--- config.mk ---
export PLATFORM = sky130hd
export DESIGN_NAME = lc3b_mem_stage
export DESIGN_NICKNAME = d
export VERILOG_FILES = /design/src/rtl/lc3b_mem_stage_pkg.sv /design/src/rtl/lc3b_byte_align.sv /design/src/rtl/lc3b_mem_stage.sv
export SDC_FILE = /design/constraint.sdc
export NUM_CORES = 1
export LEC_CHECK = 0
export ABC_CLOCK_PERIOD_IN_PS = 3100
export CORE_ASPECT_RATIO = 1.4
export CORE_MARGIN = 2
export CORE_UTILIZATION = 43
export DETAILED_ROUTE_END_ITERATION = 8
export PLACE_DENSITY_LB_ADDON = 0.25
export RECOVER_POWER = 25
export SLEW_MARGIN = 20
export SYNTH_ARGS = -nofsm -noshare
export SYNTH_HDL_FRONTEND = slang
export SYNTH_SLANG_ARGS = --single-unit
--- constraint.sdc ---
create_clock -name clk -period 3.1 [get_ports clk]
set_input_delay 0.62 -clock clk [delete_from_list [all_inputs] [get_ports clk]]
set_output_delay 0.62 -clock clk [all_outputs]
set_load 0.02 [all_outputs]
--- src/rtl/lc3b_mem_stage_pkg.sv ---
// Shared LC-3b types for the MEM stage: opcodes, control word, memory FSM states and write masks.
package lc3b_mem_stage_pkg;

    typedef logic [15:0] lc3b_word;
    typedef logic [2:0]  lc3b_reg;
    typedef logic [1:0]  lc3b_mem_wmask;

    typedef enum logic [3:0] {
        OP_BR   = 4'h0, OP_ADD  = 4'h1, OP_LDB  = 4'h2, OP_STB  = 4'h3,
        OP_JSR  = 4'h4, OP_AND  = 4'h5, OP_LDR  = 4'h6, OP_STR  = 4'h7,
        OP_RTI  = 4'h8, OP_NOT  = 4'h9, OP_LDI  = 4'hA, OP_STI  = 4'hB,
        OP_JMP  = 4'hC, OP_SHF  = 4'hD, OP_LEA  = 4'hE, OP_TRAP = 4'hF
    } lc3b_opcode;

    typedef struct packed {
        lc3b_opcode  opcode;
        logic        mem_read;
        logic        mem_write;
        logic        load_regfile;
        logic [1:0]  wb_sel;
    } lc3b_control_word;

    typedef enum logic {
        ST_FIRST  = 1'b0,
        ST_SECOND = 1'b1
    } lc3b_mem_state;

    localparam lc3b_mem_wmask WMASK_LO   = 2'b01;
    localparam lc3b_mem_wmask WMASK_HI   = 2'b10;
    localparam lc3b_mem_wmask WMASK_WORD = 2'b11;

    // Word accesses always target the even byte of the pair.
    function automatic lc3b_word word_addr(input lc3b_word addr);
        return addr & 16'hFFFE;
    endfunction

endpackage

--- src/rtl/lc3b_byte_align.sv ---
// Byte-lane steering for LDB (extract + sign-extend) and STB (lane replication + write mask).
module lc3b_byte_align
    import lc3b_mem_stage_pkg::*;
(
    input  logic        addr_lsb,
    input  logic [15:0] rdata,
    input  logic [7:0]  sdata_lo,
    output logic [15:0] ldb_data,
    output logic [1:0]  stb_wmask,
    output logic [15:0] stb_wdata
);

    logic [7:0] byte_s;

    // Odd addresses select the high byte lane.
    always_comb begin
        if (addr_lsb) begin
            byte_s    = rdata[15:8];
            stb_wmask = WMASK_HI;
        end else begin
            byte_s    = rdata[7:0];
            stb_wmask = WMASK_LO;
        end
        ldb_data  = {{8{byte_s[7]}}, byte_s};
        stb_wdata = {sdata_lo, sdata_lo};
    end

endmodule

--- src/rtl/lc3b_mem_stage.sv ---
// LC-3b MEM stage: data-memory handshake, LDI/STI indirection, byte steering, MEM/WB register.
// Optional LC3B_MEM_STALL_COUNT_EN adds a saturating stall_cycles counter output.
module lc3b_mem_stage
    import lc3b_mem_stage_pkg::*;
(
    input  logic             clk,
    input  logic             reset,
    input  logic             in_valid,
    input  lc3b_control_word in_ctrl,
    input  logic [15:0]      in_addr,
    input  logic [15:0]      in_sdata,
    input  logic [2:0]       in_dr,
    input  logic [15:0]      in_pc,
    output logic             stall,
    output logic [15:0]      mem_address,
    output logic             mem_read,
    output logic             mem_write,
    output logic [1:0]       mem_byte_enable,
    output logic [15:0]      mem_wdata,
    input  logic [15:0]      mem_rdata,
    input  logic             mem_resp,
    output logic             wb_valid,
    output lc3b_control_word wb_ctrl,
    output logic [15:0]      wb_result,
    output logic [2:0]       wb_dr,
    output logic [15:0]      wb_pc
`ifdef LC3B_MEM_STALL_COUNT_EN
    ,
    output logic [31:0]      stall_cycles
`endif
);

    lc3b_mem_state state_r;
    logic [15:0]   ptr_r;

    logic        is_mem_s;
    logic        is_ind_s;
    logic        is_byte_s;
    logic        first_write_s;
    logic        second_write_s;
    logic [15:0] result_s;
    logic [15:0] ldb_data_s;
    logic [1:0]  stb_wmask_s;
    logic [15:0] stb_wdata_s;

    // Reset gates the request so an abandoned access drops the bus at once.
    assign is_mem_s       = in_valid & ~reset & (in_ctrl.mem_read | in_ctrl.mem_write);
    assign is_ind_s       = is_mem_s & ((in_ctrl.opcode == OP_LDI) | (in_ctrl.opcode == OP_STI));
    assign is_byte_s      = (in_ctrl.opcode == OP_LDB) | (in_ctrl.opcode == OP_STB);
    assign first_write_s  = in_ctrl.mem_write & ~in_ctrl.mem_read;
    assign second_write_s = (in_ctrl.opcode == OP_STI) & first_write_s;

    lc3b_byte_align u_byte_align (
        .addr_lsb  (in_addr[0]),
        .rdata     (mem_rdata),
        .sdata_lo  (in_sdata[7:0]),
        .ldb_data  (ldb_data_s),
        .stb_wmask (stb_wmask_s),
        .stb_wdata (stb_wdata_s)
    );

    // Request decode, stall and writeback value from state and held inputs.
    always_comb begin
        mem_read        = 1'b0;
        mem_write       = 1'b0;
        mem_address     = word_addr(in_addr);
        mem_byte_enable = WMASK_WORD;
        mem_wdata       = in_sdata;
        stall           = 1'b0;
        result_s        = in_addr;
        if ((state_r == ST_SECOND) && is_ind_s) begin
            mem_address = word_addr(ptr_r);
            stall       = ~mem_resp;
            if (second_write_s) begin
                mem_write = 1'b1;
            end else begin
                mem_read = 1'b1;
                result_s = mem_rdata;
            end
        end else if ((state_r == ST_FIRST) && is_mem_s) begin
            if (is_ind_s) begin
                mem_read = 1'b1;
                stall    = 1'b1;
            end else if (first_write_s) begin
                mem_write = 1'b1;
                stall     = ~mem_resp;
                if (is_byte_s) begin
                    mem_byte_enable = stb_wmask_s;
                    mem_wdata       = stb_wdata_s;
                end else begin
                    mem_byte_enable = WMASK_WORD;
                    mem_wdata       = in_sdata;
                end
            end else begin
                // Also covers a malformed word with both mem_read and mem_write set.
                mem_read = 1'b1;
                stall    = ~mem_resp;
                result_s = (in_ctrl.opcode == OP_LDB) ? ldb_data_s : mem_rdata;
            end
        end else begin
            stall = 1'b0;
        end
    end

    // Access FSM and indirect pointer capture.
    always_ff @(posedge clk or posedge reset) begin
        if (reset) begin
            state_r <= ST_FIRST;
            ptr_r   <= 16'h0000;
        end else begin
            case (state_r)
                ST_FIRST: begin
                    if (is_ind_s && mem_resp) begin
                        ptr_r   <= mem_rdata;
                        state_r <= ST_SECOND;
                    end else begin
                        state_r <= ST_FIRST;
                    end
                end
                ST_SECOND: begin
                    if (!is_ind_s || mem_resp) begin
                        state_r <= ST_FIRST;
                    end else begin
                        state_r <= ST_SECOND;
                    end
                end
                default: state_r <= ST_FIRST;
            endcase
        end
    end

    // MEM/WB register: bubble while stalled, otherwise capture the slot.
    always_ff @(posedge clk or posedge reset) begin
        if (reset) begin
            wb_valid  <= 1'b0;
            wb_ctrl   <= '0;
            wb_result <= 16'h0000;
            wb_dr     <= 3'b000;
            wb_pc     <= 16'h0000;
        end else if (stall) begin
            wb_valid <= 1'b0;
        end else begin
            wb_valid  <= in_valid;
            wb_ctrl   <= in_ctrl;
            wb_result <= result_s;
            wb_dr     <= in_dr;
            wb_pc     <= in_pc;
        end
    end

`ifdef LC3B_MEM_STALL_COUNT_EN
    // Saturating count of stalled cycles.
    always_ff @(posedge clk or posedge reset) begin
        if (reset) begin
            stall_cycles <= 32'h0000_0000;
        end else if (stall && (stall_cycles != 32'hFFFF_FFFF)) begin
            stall_cycles <= stall_cycles + 32'h0000_0001;
        end else begin
            stall_cycles <= stall_cycles;
        end
    end
`endif

endmodule

==> flow_summary.ini, run 1 <==
[synth]
syn_nets = 398
synth-seq-cells = 61
yosys-top-cells-area = dfrtp_1 (42%), mux2_2 (20%), a41oi_1 (3.8%)
syn_avg_cell_area_um2 = 11.5
synthCells = 318
synth_edf_count = 0
synth_top_area_share = 0.419
synth_common_cells = mux2_2 (64), dfrtp_1 (61), clkbuf_1 (17), o211ai_1 (17)
synth_ff_type = dfrtp_1
async_flop_share = 1.00
synth_cell_types = 43
yosysWarnings = 0
netlist_area_um2 = 3640
yosysMostFrequentCell = mux2_2
synth_top_cell_by_area = dfrtp_1
yosysSeqAreaShare = 0.419

[setup_path]
setup.worst_path.end_class = output pin
worst-endpoint-required_ns = 2.48
critical_path_arrival_ns = 2.35
cp_top_family = buffers and inverters
slowest_delay_ns = 0.41
critPathSlowestCell = clkdlybuf4s50_1
reg2reg_slack_ns = 1.10
start_kind = primary input
crit_buf_inv = 3
path_class = primary input to output pin
path_max_fanout = 16
path_cells = clkdlybuf4s50_1 > or2_2 > nand4_1 > buf_12 > mux2_2 > dlygate4sd2_1

[floorplanning]
start_util = 0.444
dieWidth_um = 81.8
row_count = 39
die-area_um2 = 9230
io_pins = 162
die_height_um = 113
fp.coreArea_um2 = 8200

[clock_network]
cts_tree = done
cts_root_buffer = clkbuf_16
clk-insertion-delay-late_ns = 0.33
holdBufCountCts = 0
cts_buffers = 9
clockBufferDepth = 2
postCtsSetupBuffers = 0
cts.sinks = 61
ctsHtreeMaxLevel = 3
clk_pin_slew_worst_paths_ns = 0.05

[drt]
wl_mm = 11.1
via_per_inst = 5.82
dr.pass1.iters = 5
drc_errors = 0
ant_nets = 0
dr_total_vias = 3422
wl_per_cell_um = 18.9
drtIter0Drc = 157

[power_and_ir_drop]
ir_drop_mv = 0.310
powerDensity_nw_per_um2 = 459
p_leak_nw = 2.37

[finish]
stdcell_count = 588
fillerInstances = 630
layout-drive-gt1-share = 0.272
area_delta_synth_final_pct = 56.3
finalNetCount = 561
num_antenna_cells = 0

[timing]
rsz0062_at_grt = false
layout_min_cycle_time_ns = 2.97
hold_violations = 0
setup_ws_ns = 0.129
slew_headroom = 0.304
finalSetupViolations = 0
slew_viol_final = 0
worstMarginPinSlew_ns = 1.04
finalClockSkew_ns = 0.00534
timing.fmax_mhz = 337
fin_crit_sh = 0.958

[global_routing]
grt_pass1_wl_mm = 17.5
grt_pass1_vias = 3656
grt_start_max_net_pins = 40
grt_usage = 0.249
antenna_found_initial = 0
grt_remaining_overflow = 0

[placement]
post-dp-hpwl_mm = 8.14
port_buffers = 160
dp_slack_ns = -0.223
dpl.cell_count = 572
gp_congestion = 0.851

[run_status]
status = finished clean

[min_path]
hp-class = flop to flop

[job]
max-cap-violations = 0
## where the power goes
group / internal [mW] / leakage [nW] / switching [mW]
Clock: 0.747 / 0.156 / 0.345
Sequential: 0.882 / 0.734 / 0.0428
Combinational: 0.322 / 1.48 / 0.271
## final cells by class
type | instances | area, um2 | share of cell area
well taps | 102 | 128 | 0.0224
clock inverters | 3 | 67.6 | 0.0119
repair buffers | 189 | 1810 | 0.317
flip-flops and latches | 61 | 1530 | 0.268
multi-input cells | 217 | 1890 | 0.332
inverters | 3 | 13.8 | 0.00242
clock buffers | 13 | 260 | 0.0457
## placed cells by master (no fill, tap or decap), types with 2 or more instances in the layout
cell	netlist	routed
dlymetal6s2s_1	0	4
mux2_2	64	64
nand4_1	2	2
nor3_1	16	16
buf_4	11	27
clkdlybuf4s50_1	0	130
clkbuf_1	17	2
a32oi_1	6	6
clkbuf_16	0	9
inv_1	2	2
bufinv_16	0	2
a21o_1	2	2
dlygate4sd2_1	0	26
and3_1	8	8
nor2b_1	9	9
mux2_4	9	9
nand2_1	4	4
clkbuf_8	0	2
o21ai_0	8	8
a31o_2	7	7
dfrtp_1	61	61
nand3b_1	11	11
a41oi_1	16	16
a21boi_0	7	7
o211ai_1	17	17
nand3_1	12	12
or2_2	2	2
## through the flow
stage | instance area, um2 | TNS (ns) | power (mW) | utilization | hold slack, ns
4_1_cts | 5690 | 0 | 2.63 | 0.694 | 0.503
6_report | 5690 | 0 | 2.61 | 0.694 | 0.499
2_1_floorplan | 3640 | 0 | 1.23 | - | 0.477
3_3_place_gp | 5390 | -3.45 | 1.53 | 0.657 | 0.485
5_1_grt | 5690 | 0 | 2.71 | 0.694 | 0.510
3_5_place_dp | 5390 | -3.36 | 1.55 | 0.657 | 0.493
## worst paths after layout
| check | end | startpoint | depth (start not counted) |
|---|---|---|---|
| max in group asynchronous | wb_result[12] | reset | 3 |
| hold reg to reg | wb_pc[10] | wb_pc[10] | 1 |
| hold / removal | wb_pc[10] | wb_pc[10] | 1 |
| min in group asynchronous | wb_pc[4] | reset | 2 |
| setup / recovery | mem_address[8] | in_ctrl[3] | 6 |
| setup reg to reg | wb_pc[6] | state_r | 5 |
## state kept, by name, indices dropped and copies added, names as in the netlist
| register | cells |
|---|---|
| wb_dr | 3 |
| wb_valid | 1 |
| wb_pc | 16 |
| ptr_r | 15 |
| wb_result | 16 |
| state_r | 1 |
| wb_ctrl | 9 |
## routing by layer
layer | part of all wire | global-route usage | wire length, um
met3 | 0.078 | 0.0494 | 866
met4 | 0.036 | 0.149 | 401
met1 | 0.37 | 0.274 | 4110
met5 | 0 | 0 | 0
met2 | 0.52 | 0.430 | 5720
## kinds of logic (layout without fill, tap and decap cells)
logic type | count (synthesis) | after routing | synth area share
mux | 74 | 74 | 0.238
fa+ha+maj | 1 | 1 | 0.00309
compound gates | 68 | 68 | 0.146
buf+inv | 40 | 208 | 0.0677
simple gates | 73 | 73 | 0.126
other cells | 1 | 1 | 0.00103
flops | 61 | 61 | 0.419
## timing repair
item	4_1_cts	5_1_grt
endpoints found under the setup margin	26	10
pin swaps	0	1
gates resized for setup	27	5
Power figures use the tool's default switching activity.
==> inputs of run 2 (changes only) <==
- MAX_ROUTING_LAYER: unset -> met4
==> run 2 against run 1 <==
Against the previous run:
- hold slack hardly changed
- via count rose by 0.35%
- die area stayed put
- clock skew hardly changed
- sequential power hardly changed
- utilization unchanged
- critical path depth did not move
- critical endpoint is now mem_byte_enable[0]
- sequential share of layout area did not move
- non-clock buffer count unchanged
- maximum frequency is essentially flat
- setup slack got worse by 0.0014 ns
- largest power group unchanged
==> flow_summary.ini, run 2 (same netlist as run 1, synthesis figures left out) <==
[finish]
finalNetCount = 561
fillerInstances = 630
num_antenna_cells = 0
final_cell_mix = clkdlybuf4s50_1 (130), mux2_2 (64), dfrtp_1 (61), buf_4 (27), dlygate4sd2_1 (26)
layout-drive-gt1-share = 0.272
top_regs = wb_pc (16), wb_result (16), ptr_r (15)
stdcell_count = 588
fin_area_um2 = 5690
mostFrequentLayoutCell = clkdlybuf4s50_1
area_delta_synth_final_pct = 56.3

[clock_network]
cts.sinks = 61
postCtsSetupBuffers = 0
clockBufferDepth = 2
clk_pin_slew_worst_paths_ns = 0.05
clk-insertion-delay-late_ns = 0.33
cts_tree = done
cts_root_buffer = clkbuf_16
ctsHtreeMaxLevel = 3
holdBufCountCts = 0
cts_buffers = 9

[min_path]
hp-class = flop to flop

[floorplanning]
die-area_um2 = 9230
io_pins = 162
dieWidth_um = 81.8
start_util = 0.444
row_count = 39
fp.coreArea_um2 = 8200
die_height_um = 113

[timing]
slew_viol_final = 0
fin_crit_sh = 0.959
hold_violations = 0
rsz0062_at_grt = false
finalSetupViolations = 0
fin_setup_tns_ns = 0
layout_min_cycle_time_ns = 2.97
setup_ws_ns = 0.127
finalClockSkew_ns = 0.00571
timing.fmax_mhz = 336
worstMarginPinSlew_ns = 1.04
slew_headroom = 0.305

[job]
max-cap-violations = 0

[drt]
drc_errors = 0
dr.pass1.iters = 4
ant_nets = 0
wl_per_cell_um = 18.9
wl_mm = 11.1
via_per_inst = 5.84
dr_total_vias = 3434
drtIter0Drc = 162

[power_and_ir_drop]
powerDensity_nw_per_um2 = 458
ir_drop_mv = 0.309
finalPower_mw = 2.61
p_leak_nw = 2.37

[global_routing]
antenna_found_initial = 0
grt_remaining_overflow = 0
grt_start_max_net_pins = 40
grt_pass1_wl_mm = 17.5
grt_pass1_vias = 3650
grt_usage = 0.257

[setup_path]
critPathSlowestCell = clkdlybuf4s50_1
setup.worst_path.end_class = output pin
path_class = primary input to output pin
critical_path_arrival_ns = 2.35
path_cells = clkdlybuf4s50_1 > nor2b_1 > buf_4 > buf_4 > nand4_1 > clkdlybuf4s50_1
start_kind = primary input
slowest_delay_ns = 0.59
crit_buf_inv = 4
cp_top_family = buffers and inverters
worst-endpoint-required_ns = 2.48
path_max_fanout = 14

[placement]
gp_congestion = 0.865
dpl.cell_count = 572
post-dp-hpwl_mm = 8.14
dp_slack_ns = -0.223
placed_area_um2 = 5390
port_buffers = 160

[run_status]
status = finished clean
## run 2: cell counts in the layout (fill, tap and decap cells not counted)
Identical to the previous run, type by type.
## run 2: metal layers
metal	global-route usage	share of wire
met4	0.149	0.037
met3	0.0455	0.074
met2	0.428	0.51
met1	0.280	0.38
met5	-	0
## run 2: stage by stage
stage	utilization	hold WS (ns)
after CTS	0.694	0.503
after global placement	0.657	0.485
after global routing	0.694	0.510
final	0.694	0.499
after detailed placement	0.657	0.493
after floorplan	-	0.477
## run 2: power by group
part | internal [mW] | switching (mW) | leakage [nW]
Clock | 0.747 | 0.343 | 0.156
Combinational | 0.322 | 0.272 | 1.48
Sequential | 0.882 | 0.0426 | 0.734
Total | 1.95 | 0.657 | 2.37
## run 2: worst paths after layout
check / from / to / slack, ns / cells after the start
max reg2reg: state_r / wb_pc[6] / 1.10 / 5
min: wb_pc[10] / wb_pc[10] / 0.50 / 1
max in group asynchronous: reset / wb_result[12] / 0.80 / 3
min reg2reg: wb_pc[10] / wb_pc[10] / 0.50 / 1
min in group asynchronous: reset / wb_pc[4] / 0.88 / 2
max: in_valid / mem_byte_enable[0] / 0.13 / 6
## run 2: area by class of cell
cell class	count	area, um2	area share
clock buffer	13	260	0.0457
tap	102	128	0.0224
multi-input combinational	217	1890	0.332
inverter	3	13.8	0.00242
timing repair buffer	189	1810	0.317
clock inverter	3	67.6	0.0119
sequential	61	1530	0.268
## run 2: timing repair
item                                    CTS  global route
hold endpoints to repair                  0             0
gates resized for setup                  27             5
endpoints found under the setup margin   26            10
pin swaps                                 0             1
